--- src/rtl/td4_exec_core_if.sv ---
// Program-memory fetch port for td4_exec_core.
// Core is master: it requests an address, memory returns a word.
interface td4_exec_core_if #(
  parameter int WIDTH    = 4,
  parameter int PC_WIDTH = 4
);
  logic                req;
  logic [PC_WIDTH-1:0] addr;
  logic                valid;
  logic [WIDTH+3:0]    data;

  modport master (
    output req, addr,
    input  valid, data
  );

  modport slave (
    input  req, addr,
    output valid, data
  );
endinterface

--- src/rtl/td4_exec_core.sv ---
// Registered TD4 execute core: fetch/exec/halt FSM with
// A, B, OUT, PC and carry, one commit per EXEC cycle.
module td4_exec_core #(
  parameter int WIDTH    = 4,
  parameter int PC_WIDTH = 4
) (
  input  logic             clk,
  input  logic             rst_n,
  td4_exec_core_if.master  imem,
  input  logic [WIDTH-1:0] in_port,
  output logic [WIDTH-1:0] out_port,
  output logic             out_strobe,
  input  logic             halt,
  output logic             halted,
  output logic             illegal,
  output logic             carry,
  output logic [WIDTH-1:0] reg_a,
  output logic [WIDTH-1:0] reg_b
);

  typedef enum logic [1:0] {
    S_FETCH,
    S_EXEC,
    S_HALT
  } state_t;

  state_t              state;
  logic                req_q;
  logic [PC_WIDTH-1:0] pc;
  logic [WIDTH+3:0]    ir;
  logic [WIDTH-1:0]    a;
  logic [WIDTH-1:0]    b;

  logic [3:0]          op;
  logic [WIDTH-1:0]    imm;
  logic [WIDTH:0]      sum_a;
  logic [WIDTH:0]      sum_b;
  logic [PC_WIDTH-1:0] pc_inc;
  logic [PC_WIDTH-1:0] jtgt;

  logic op_add_a, op_mov_ab, op_in_a, op_mov_ai;
  logic op_mov_ba, op_add_b, op_in_b, op_mov_bi;
  logic op_out_b, op_out_i, op_jnc, op_jmp;

  assign imem.req  = req_q;
  assign imem.addr = pc;
  assign reg_a     = a;
  assign reg_b     = b;

  assign op     = ir[WIDTH+3:WIDTH];
  assign imm    = ir[WIDTH-1:0];
  assign sum_a  = {1'b0, a} + {1'b0, imm};
  assign sum_b  = {1'b0, b} + {1'b0, imm};
  assign pc_inc = pc + 1'b1;
  assign jtgt   = imm[PC_WIDTH-1:0];

  assign op_add_a  = (op == 4'b0000);
  assign op_mov_ab = (op == 4'b0001);
  assign op_in_a   = (op == 4'b0010);
  assign op_mov_ai = (op == 4'b0011);
  assign op_mov_ba = (op == 4'b0100);
  assign op_add_b  = (op == 4'b0101);
  assign op_in_b   = (op == 4'b0110);
  assign op_mov_bi = (op == 4'b0111);
  assign op_out_b  = (op == 4'b1001);
  assign op_out_i  = (op == 4'b1011);
  assign op_jnc    = (op == 4'b1110);
  assign op_jmp    = (op == 4'b1111);

  always_ff @(posedge clk) begin
    if (!rst_n) begin
      state      <= S_FETCH;
      req_q      <= 1'b1;
      halted     <= 1'b0;
      pc         <= '0;
      ir         <= '0;
      a          <= '0;
      b          <= '0;
      out_port   <= '0;
      carry      <= 1'b0;
      out_strobe <= 1'b0;
      illegal    <= 1'b0;
    end else begin
      out_strobe <= 1'b0;
      illegal    <= 1'b0;
      unique case (state)
        S_FETCH: begin
          if (imem.valid) begin
            ir    <= imem.data;
            state <= S_EXEC;
            req_q <= 1'b0;
          end else if (halt) begin
            state  <= S_HALT;
            req_q  <= 1'b0;
            halted <= 1'b1;
          end
        end
        S_EXEC: begin
          pc <= pc_inc;
          unique case (1'b1)
            op_add_a: begin
              a     <= sum_a[WIDTH-1:0];
              carry <= sum_a[WIDTH];
            end
            op_mov_ab: begin
              a     <= b;
              carry <= 1'b0;
            end
            op_in_a: begin
              a     <= in_port;
              carry <= 1'b0;
            end
            op_mov_ai: begin
              a     <= imm;
              carry <= 1'b0;
            end
            op_mov_ba: begin
              b     <= a;
              carry <= 1'b0;
            end
            op_add_b: begin
              b     <= sum_b[WIDTH-1:0];
              carry <= sum_b[WIDTH];
            end
            op_in_b: begin
              b     <= in_port;
              carry <= 1'b0;
            end
            op_mov_bi: begin
              b     <= imm;
              carry <= 1'b0;
            end
            op_out_b: begin
              out_port   <= b;
              out_strobe <= 1'b1;
              carry      <= 1'b0;
            end
            op_out_i: begin
              out_port   <= imm;
              out_strobe <= 1'b1;
              carry      <= 1'b0;
            end
            // JNC tests the carry held before this commit
            op_jnc: begin
              pc    <= carry ? pc_inc : jtgt;
              carry <= 1'b0;
            end
            op_jmp: begin
              pc    <= jtgt;
              carry <= 1'b0;
            end
            default: illegal <= 1'b1;
          endcase
          state  <= halt ? S_HALT : S_FETCH;
          req_q  <= !halt;
          halted <= halt;
        end
        S_HALT: begin
          if (!halt) begin
            state  <= S_FETCH;
            req_q  <= 1'b1;
            halted <= 1'b0;
          end
        end
        default: begin
          state  <= S_FETCH;
          req_q  <= 1'b1;
          halted <= 1'b0;
        end
      endcase
    end
  end

endmodule

--- src/flat_wrapper.sv ---
// flat-port wrapper written by rule: the top's interface ports become plain ports
module td4_exec_core_flat 
#(
  parameter int WIDTH    = 4,
  parameter int PC_WIDTH = 4
)
  (clk, rst_n, in_port, out_port, out_strobe, halt, halted, illegal, carry, reg_a, reg_b, imem_req, imem_addr, imem_valid, imem_data);
  td4_exec_core_if #(.WIDTH(WIDTH), .PC_WIDTH(PC_WIDTH)) imem_i ();
  input  logic clk;
  input  logic rst_n;
  input  logic [WIDTH-1:0] in_port;
  output logic [WIDTH-1:0] out_port;
  output logic out_strobe;
  input  logic halt;
  output logic halted;
  output logic illegal;
  output logic carry;
  output logic [WIDTH-1:0] reg_a;
  output logic [WIDTH-1:0] reg_b;
  output wire logic [$bits(imem_i.req)-1:0] imem_req;
  output wire logic [$bits(imem_i.addr)-1:0] imem_addr;
  input wire logic [$bits(imem_i.valid)-1:0] imem_valid;
  input wire logic [$bits(imem_i.data)-1:0] imem_data;
  assign imem_req = imem_i.req;
  assign imem_addr = imem_i.addr;
  assign imem_i.valid = imem_valid;
  assign imem_i.data = imem_data;
  td4_exec_core #(.WIDTH(WIDTH), .PC_WIDTH(PC_WIDTH)) u_core (.clk(clk), .rst_n(rst_n), .imem(imem_i), .in_port(in_port), .out_port(out_port), .out_strobe(out_strobe), .halt(halt), .halted(halted), .illegal(illegal), .carry(carry), .reg_a(reg_a), .reg_b(reg_b));
endmodule
--- config.mk ---
export PLATFORM = sky130hd
export DESIGN_NAME = td4_exec_core_flat
export DESIGN_NICKNAME = d
export VERILOG_FILES = /design/src/rtl/td4_exec_core_if.sv /design/src/rtl/td4_exec_core.sv /design/src/flat_wrapper.sv
export SDC_FILE = /design/constraint.sdc
export NUM_CORES = 1
export LEC_CHECK = 0
export CORE_ASPECT_RATIO = 0.8
export CORE_MARGIN = 3
export CORE_UTILIZATION = 35
export DETAILED_ROUTE_END_ITERATION = 7
export SLEW_MARGIN = 20
export SYNTH_ARGS = -nofsm -noshare
export SYNTH_HDL_FRONTEND = slang
export SYNTH_SLANG_ARGS = --single-unit
--- constraint.sdc ---
create_clock -name clk -period 3.8 [get_ports clk]
set_clock_uncertainty 0.05 [all_clocks]
set_input_delay 0.95 -clock clk [delete_from_list [all_inputs] [get_ports clk]]
set_output_delay 0.95 -clock clk [all_outputs]
set_load 0.05 [all_outputs]
==> run metrics, run 1 <==
RR Endpoint u_core.reg_b[1]$_SDFFE_PN0P_; nets@finish 252; row cnt 23; Routed wire per std cell 15.5 um; CP Max Fanout 6; r2r setup slk 1.79 ns; Synth cell types 51; delay-heaviest family, CP buffers and inverters; Max transition margin 0.421; Lkg Pwr 0.969 nW; area delta synth->final 23.7%; combinational share of power 0.184; DIE HEIGHT ~70 um; slowest stage cell on the critical path clkdlybuf4s50_1; placed instance area 2270 sq um; status finished clean; postcts setup bufs 0; Top FF cell, synth dfxtp_1; PwrDens 331 nW/um^2; # hold bufs at CTS 0; power share of the clock group 0.341; critical path capture point type output pin; hpwl dp 3.24 mm; total CTS buffers 5; final hold violation count 0; largest net degree at the start of global routing 24; Worst Tran Pin Value between 0.8 and 0.9 ns; Crit path largest cell delay 0.86 ns; Final Wtd Congestion 0.770; commonest non-fill, non-tap cells in the layout clkdlybuf4s50_1 (36), dfxtp_1 (31), mux2i_1 (18); maximum root-to-sink buffer count 2; number of top-level pins 37; vias 1514; Synth Cell Area 1900 sq um; sequential area share after synthesis 0.326; Hold/Removal Path Class flip-flop to flip-flop; DRC 0; post-synthesis register bit count 31; Crit path depth 1; CP arrival 1.64 ns; Max Cap Violations 0; Clk Latency, worst-skew pair about 0.28 ns; PortBufs 36; die width 88.5 um; end of the critical path reg_b[1]; Tmin final 2.64 ns; Yosys warnings 0; CP startpoint u_core.reg_b[1]$_SDFFE_PN0P_; CP Class flip-flop to output pin; Resized Gates After CTS 0; required time of the critical path 2.80 ns; first-pass GRT wire length 7.49 mm; crit start category flip-flop; total gr overflow 0; antenna-violating nets left 0; total iterations of the first detailed-routing run 4; Post-Synthesis Cells 192; clock-pin slew on the worst setup and hold paths about 0.070 ns; H-tree depth 2; Initial DRC Count between 60 and 70; vias per std cell 5.28; post-synthesis area per instance slightly below 10 sq um; crit share post-route 0.694; internal power around 0.55 mW; clk root buf clkbuf_8; Ant. Diodes 0; commonest non-fill, non-tap cell in the layout clkdlybuf4s50_1; endpoints failing setup 0; GRT Total Usage 0.152; Critical Path, Cell by Cell clkdlybuf4s50_1; switching part of the total 0.292; clock sink total 31; fmax ~0.38 GHz; FILL cells 497; NetSw 0.227 mW; Peak VDD IR about 0.17 mV; die area 6370 sq um; share of cells above drive strength 1 0.0844; vias in the first global route 1484; TritonCTS clock tree yes; CP bufs+invs 1; synthesized net count roughly 220; Setup TNS 0 ns; cells on worst reg2reg path 5; HP Start u_core.imem.addr[3]$_SDFFE_PN0P_; Async S/R FF share, synth 0; initial antenna violation count 0; Final Instance Area 2360 sq um; Post-synth EDFFs 0; unrepaired setup endpoints after global routing no; core box area 5120 sq um; r2r startpoint u_core.ir[0]$_SDFFE_PN0P_; Starting Density 0.372; Final Max Tran Viols 0; Reg power frac 0.475; final WL 4.44 mm
[per-stage QoR]
stage	hold WS [ns]	total power, mW	utilization	setup slack [ns]	cells
2_1_floorplan	0.471	0.475	-	1.65	192
4_1_cts	0.442	0.788	0.460	1.16	287
3_5_place_dp	0.432	0.521	0.443	1.36	280
5_1_grt	0.469	0.815	0.460	1.10	287
3_3_place_gp	0.419	0.520	0.443	1.38	280
6_report	0.441	0.779	0.460	1.16	287
[power by group through the flow]
| stage | clock network [mW] | logic, mW | registers (mW) |
|---|---|---|---|
| after floorplan | 0 | 0.0905 | 0.384 |
| after detailed placement | 0 | 0.143 | 0.377 |
| after global placement | 0 | 0.143 | 0.377 |
| after global routing | 0.286 | 0.156 | 0.374 |
| after CTS | 0.273 | 0.144 | 0.370 |
| final | 0.266 | 0.143 | 0.370 |
[logic make-up after synthesis]
logic type	after synthesis	share of synthesized area
buffers and inverters	16	0.0526
multiplexers	23	0.162
flip-flops	31	0.326
AO/OA/AOI/OAI	36	0.132
AND/OR/NAND/NOR	72	0.234
XOR/XNOR	3	0.0138
adder cells (fa/ha/maj)	11	0.0802
[sequential cells by signal, summed over array words and instances (netlist names)]
register,count
u_core.out_port,4
u_core.carry,1
u_core.imem.addr,4
u_core.imem.req,1
u_core.reg_a,4
u_core.halted,1
u_core.out_strobe,1
u_core.state,2
u_core.illegal,1
u_core.reg_b,4
u_core.ir,8
[metal layers]
layer | vias to the layer above | share of wire | track usage
met5 | - | 0 | 0
met4 | 0 | 0.0077 | 0.0403
met3 | 5 | 0.053 | 0.0420
met2 | 44 | 0.39 | 0.206
met1 | 690 | 0.55 | 0.236
li1 | 775 | - | -
[Yosys cell counts (4+ instances only)]
cell type / count / area (sq um)
a21oi_1: 10 / 50.1
mux2i_1: 18 / 180
nand2b_1: 4 / 25.0
o21ai_0: 5 / 25.0
dfxtp_1: 31 / 621
nor2_1: 12 / 45.0
nand3_1: 8 / 40.0
mux4_1: 4 / 105
nor2b_1: 14 / 87.6
buf_4: 4 / 30.0
nand2_1: 12 / 45.0
ha_1: 9 / 113
[layout make-up]
class | count | area, sq um | share of cell area
Multi-Input combinational cell | 145 | 1180 | 0.502
Sequential cell | 31 | 621 | 0.263
Timing Repair Buffer | 37 | 368 | 0.156
Clock buffer | 6 | 82.6 | 0.0351
Tap cell | 62 | 77.6 | 0.0329
Inverter | 5 | 18.8 | 0.00797
Clock inverter | 1 | 5.00 | 0.00212
[how the worst min path moves through the flow]
stage / slack [ns] / cells after the start / end
global route: 0.47 / 2 / u_core.imem.addr[3]$_SDFFE_PN0P_
global placement: 0.42 / 2 / u_core.imem.addr[3]$_SDFFE_PN0P_
detailed placement: 0.43 / 2 / u_core.imem.addr[3]$_SDFFE_PN0P_
finish: 0.44 / 2 / u_core.imem.addr[3]$_SDFFE_PN0P_
floorplan: 0.47 / 2 / u_core.imem.addr[0]$_SDFFE_PN0P_
CTS: 0.44 / 2 / u_core.imem.addr[3]$_SDFFE_PN0P_
Power figures use the tool's default switching activity.
==> run 2, diff against run 1 <==
==> constraint.sdc (replaced) <==
create_clock -name clk -period 2.5 [get_ports clk]
set_clock_uncertainty 0.05 [all_clocks]
set_input_delay 0.625 -clock clk [delete_from_list [all_inputs] [get_ports clk]]
set_output_delay 0.625 -clock clk [all_outputs]
set_load 0.05 [all_outputs]
==> run 2 against run 1 <==
  * Final area up 1.2%
  * Via count increased by 1.1%
  * Sequential power increased by 51%
  * Largest power group unchanged
  * Cell count rose by 1.0%
  * Die area is the same
==> run metrics, run 2 (synthesized netlist as in run 1, its figures left out) <==
Tmin final 2.29 ns; Top reg by flops u_core.ir; TritonCTS clock tree yes; nets@finish 254; Ant. Diodes 0; total gr overflow 0; # hold bufs at CTS 0; delay-heaviest family, CP buffers and inverters; Worst Tran Pin Value 0.731 ns; clk root buf clkbuf_8; fmax 0.436 GHz; final hold violation count 0; CP Max Fanout 6; FILL cells 487; DRC 0; number of top-level pins 37; Max transition margin 0.512; status finished clean; Place WS 0.489 ns; total CTS buffers 5; CP bufs+invs 1; CP Class flip-flop to output pin; endpoints failing setup 0; Design Power 1.22 mW; r2r setup slk around 0.55 ns; initial antenna violation count 0; Final Max Tran Viols 0; DIE HEIGHT 72.0 um; unrepaired setup endpoints after global routing no; Peak VDD IR between 0.2 and 0.25 mV; core box area 5120 sq um; Final Wtd Congestion 0.849; vias in the first global route 1419; vias per std cell 5.28; final core utilization 0.465; PwrDens 512 nW/um^2; H-tree depth 2; Clk Latency, worst-skew pair 0.28 ns; die width 88.5 um; critical path capture point type output pin; Routed wire per std cell roughly 16 um; GRT Total Usage 0.150; antenna-violating nets left 0; first-pass GRT wire length 7.41 mm; Lkg Pwr 0.984 nW; maximum root-to-sink buffer count 2; CP arrival 1.62 ns; slowest stage cell on the critical path clkdlybuf4s50_1; area delta synth->final 25.2%; Critical Path, Cell by Cell clkdlybuf4s50_1; Setup TNS 0 ns; crit start category flip-flop; max FFs per register 8; clock sink total 31; largest net degree at the start of global routing 35; final WL 4.51 mm; total iterations of the first detailed-routing run 4; clock-pin slew on the worst setup and hold paths 0.07 ns; final worst-path setup slack ~0.21 ns; vias 1530; Starting Density 0.372; final hold slack ~0.44 ns; Initial DRC Count 107; crit share post-route 0.917; Max Cap Violations 0; required time of the critical path 1.82 ns; row cnt 23; Crit path largest cell delay 0.86 ns; die area 6370 sq um; commonest non-fill, non-tap cell in the layout clkdlybuf4s50_1; hpwl dp 3.20 mm; Hold/Removal Path Class flip-flop to flip-flop; postcts setup bufs 0; commonest non-fill, non-tap cells in the layout clkdlybuf4s50_1 (36), dfxtp_1 (31), mux2i_1 (18); share of cells above drive strength 1 0.0921; Resized Gates After CTS 0; PortBufs 36
-- run 2: cell types whose count changed in the layout (fill, tap and decap cells not counted), sizes merged --
cell | previous run | this run
buf | 1 | 3
clkinv | 1 | 0
clkbuf | 6 | 8
-- run 2: routing by layer --
layer,track usage,vias up,wire length [um],share of wire
met1,0.244,697,2430,0.54
met3,0.0420,5,337,0.075
met2,0.189,50,1700,0.38
met5,0,-,0,0
li1,-,778,-,-
met4,0.0352,0,40,0.0089
-- run 2: worst paths after layout --
check,start,to,cells after the start
min reg2reg,u_core.imem.addr[3]$_SDFFE_PN0P_,u_core.imem.addr[3]$_SDFFE_PN0P_,2
max,u_core.reg_b[1]$_SDFFE_PN0P_,reg_b[1],1
max reg2reg,u_core.ir[0]$_SDFFE_PN0P_,u_core.reg_b[1]$_SDFFE_PN0P_,5
min,u_core.imem.addr[3]$_SDFFE_PN0P_,u_core.imem.addr[3]$_SDFFE_PN0P_,2
-- run 2: power by group --
part / internal [mW] / switching (mW) / total, mW / leakage, nW
Clock: 0.251 / 0.185 / 0.436 / 0.0515
Sequential: 0.516 / 0.0411 / 0.557 / 0.253
Combinational: 0.110 / 0.117 / 0.226 / 0.680
Total: 0.877 / 0.343 / 1.22 / 0.984
-- run 2: per-stage QoR --
| stage | std cells | cell area, sq um |
|---|---|---|
| finish | 290 | 2380 |
| global route | 290 | 2380 |
| CTS | 290 | 2380 |
| detailed placement | 282 | 2280 |
| global placement | 282 | 2280 |
| floorplan | 192 | 1900 |
-- run 2: area by class of cell --
cell class	count	area, sq um	share of cell area
multi-input cells	145	1180	0.497
flip-flops and latches	31	621	0.260
repair buffers	39	383	0.161
clock buffers	8	100	0.0420
well taps	62	77.6	0.0325
inverters	5	18.8	0.00787
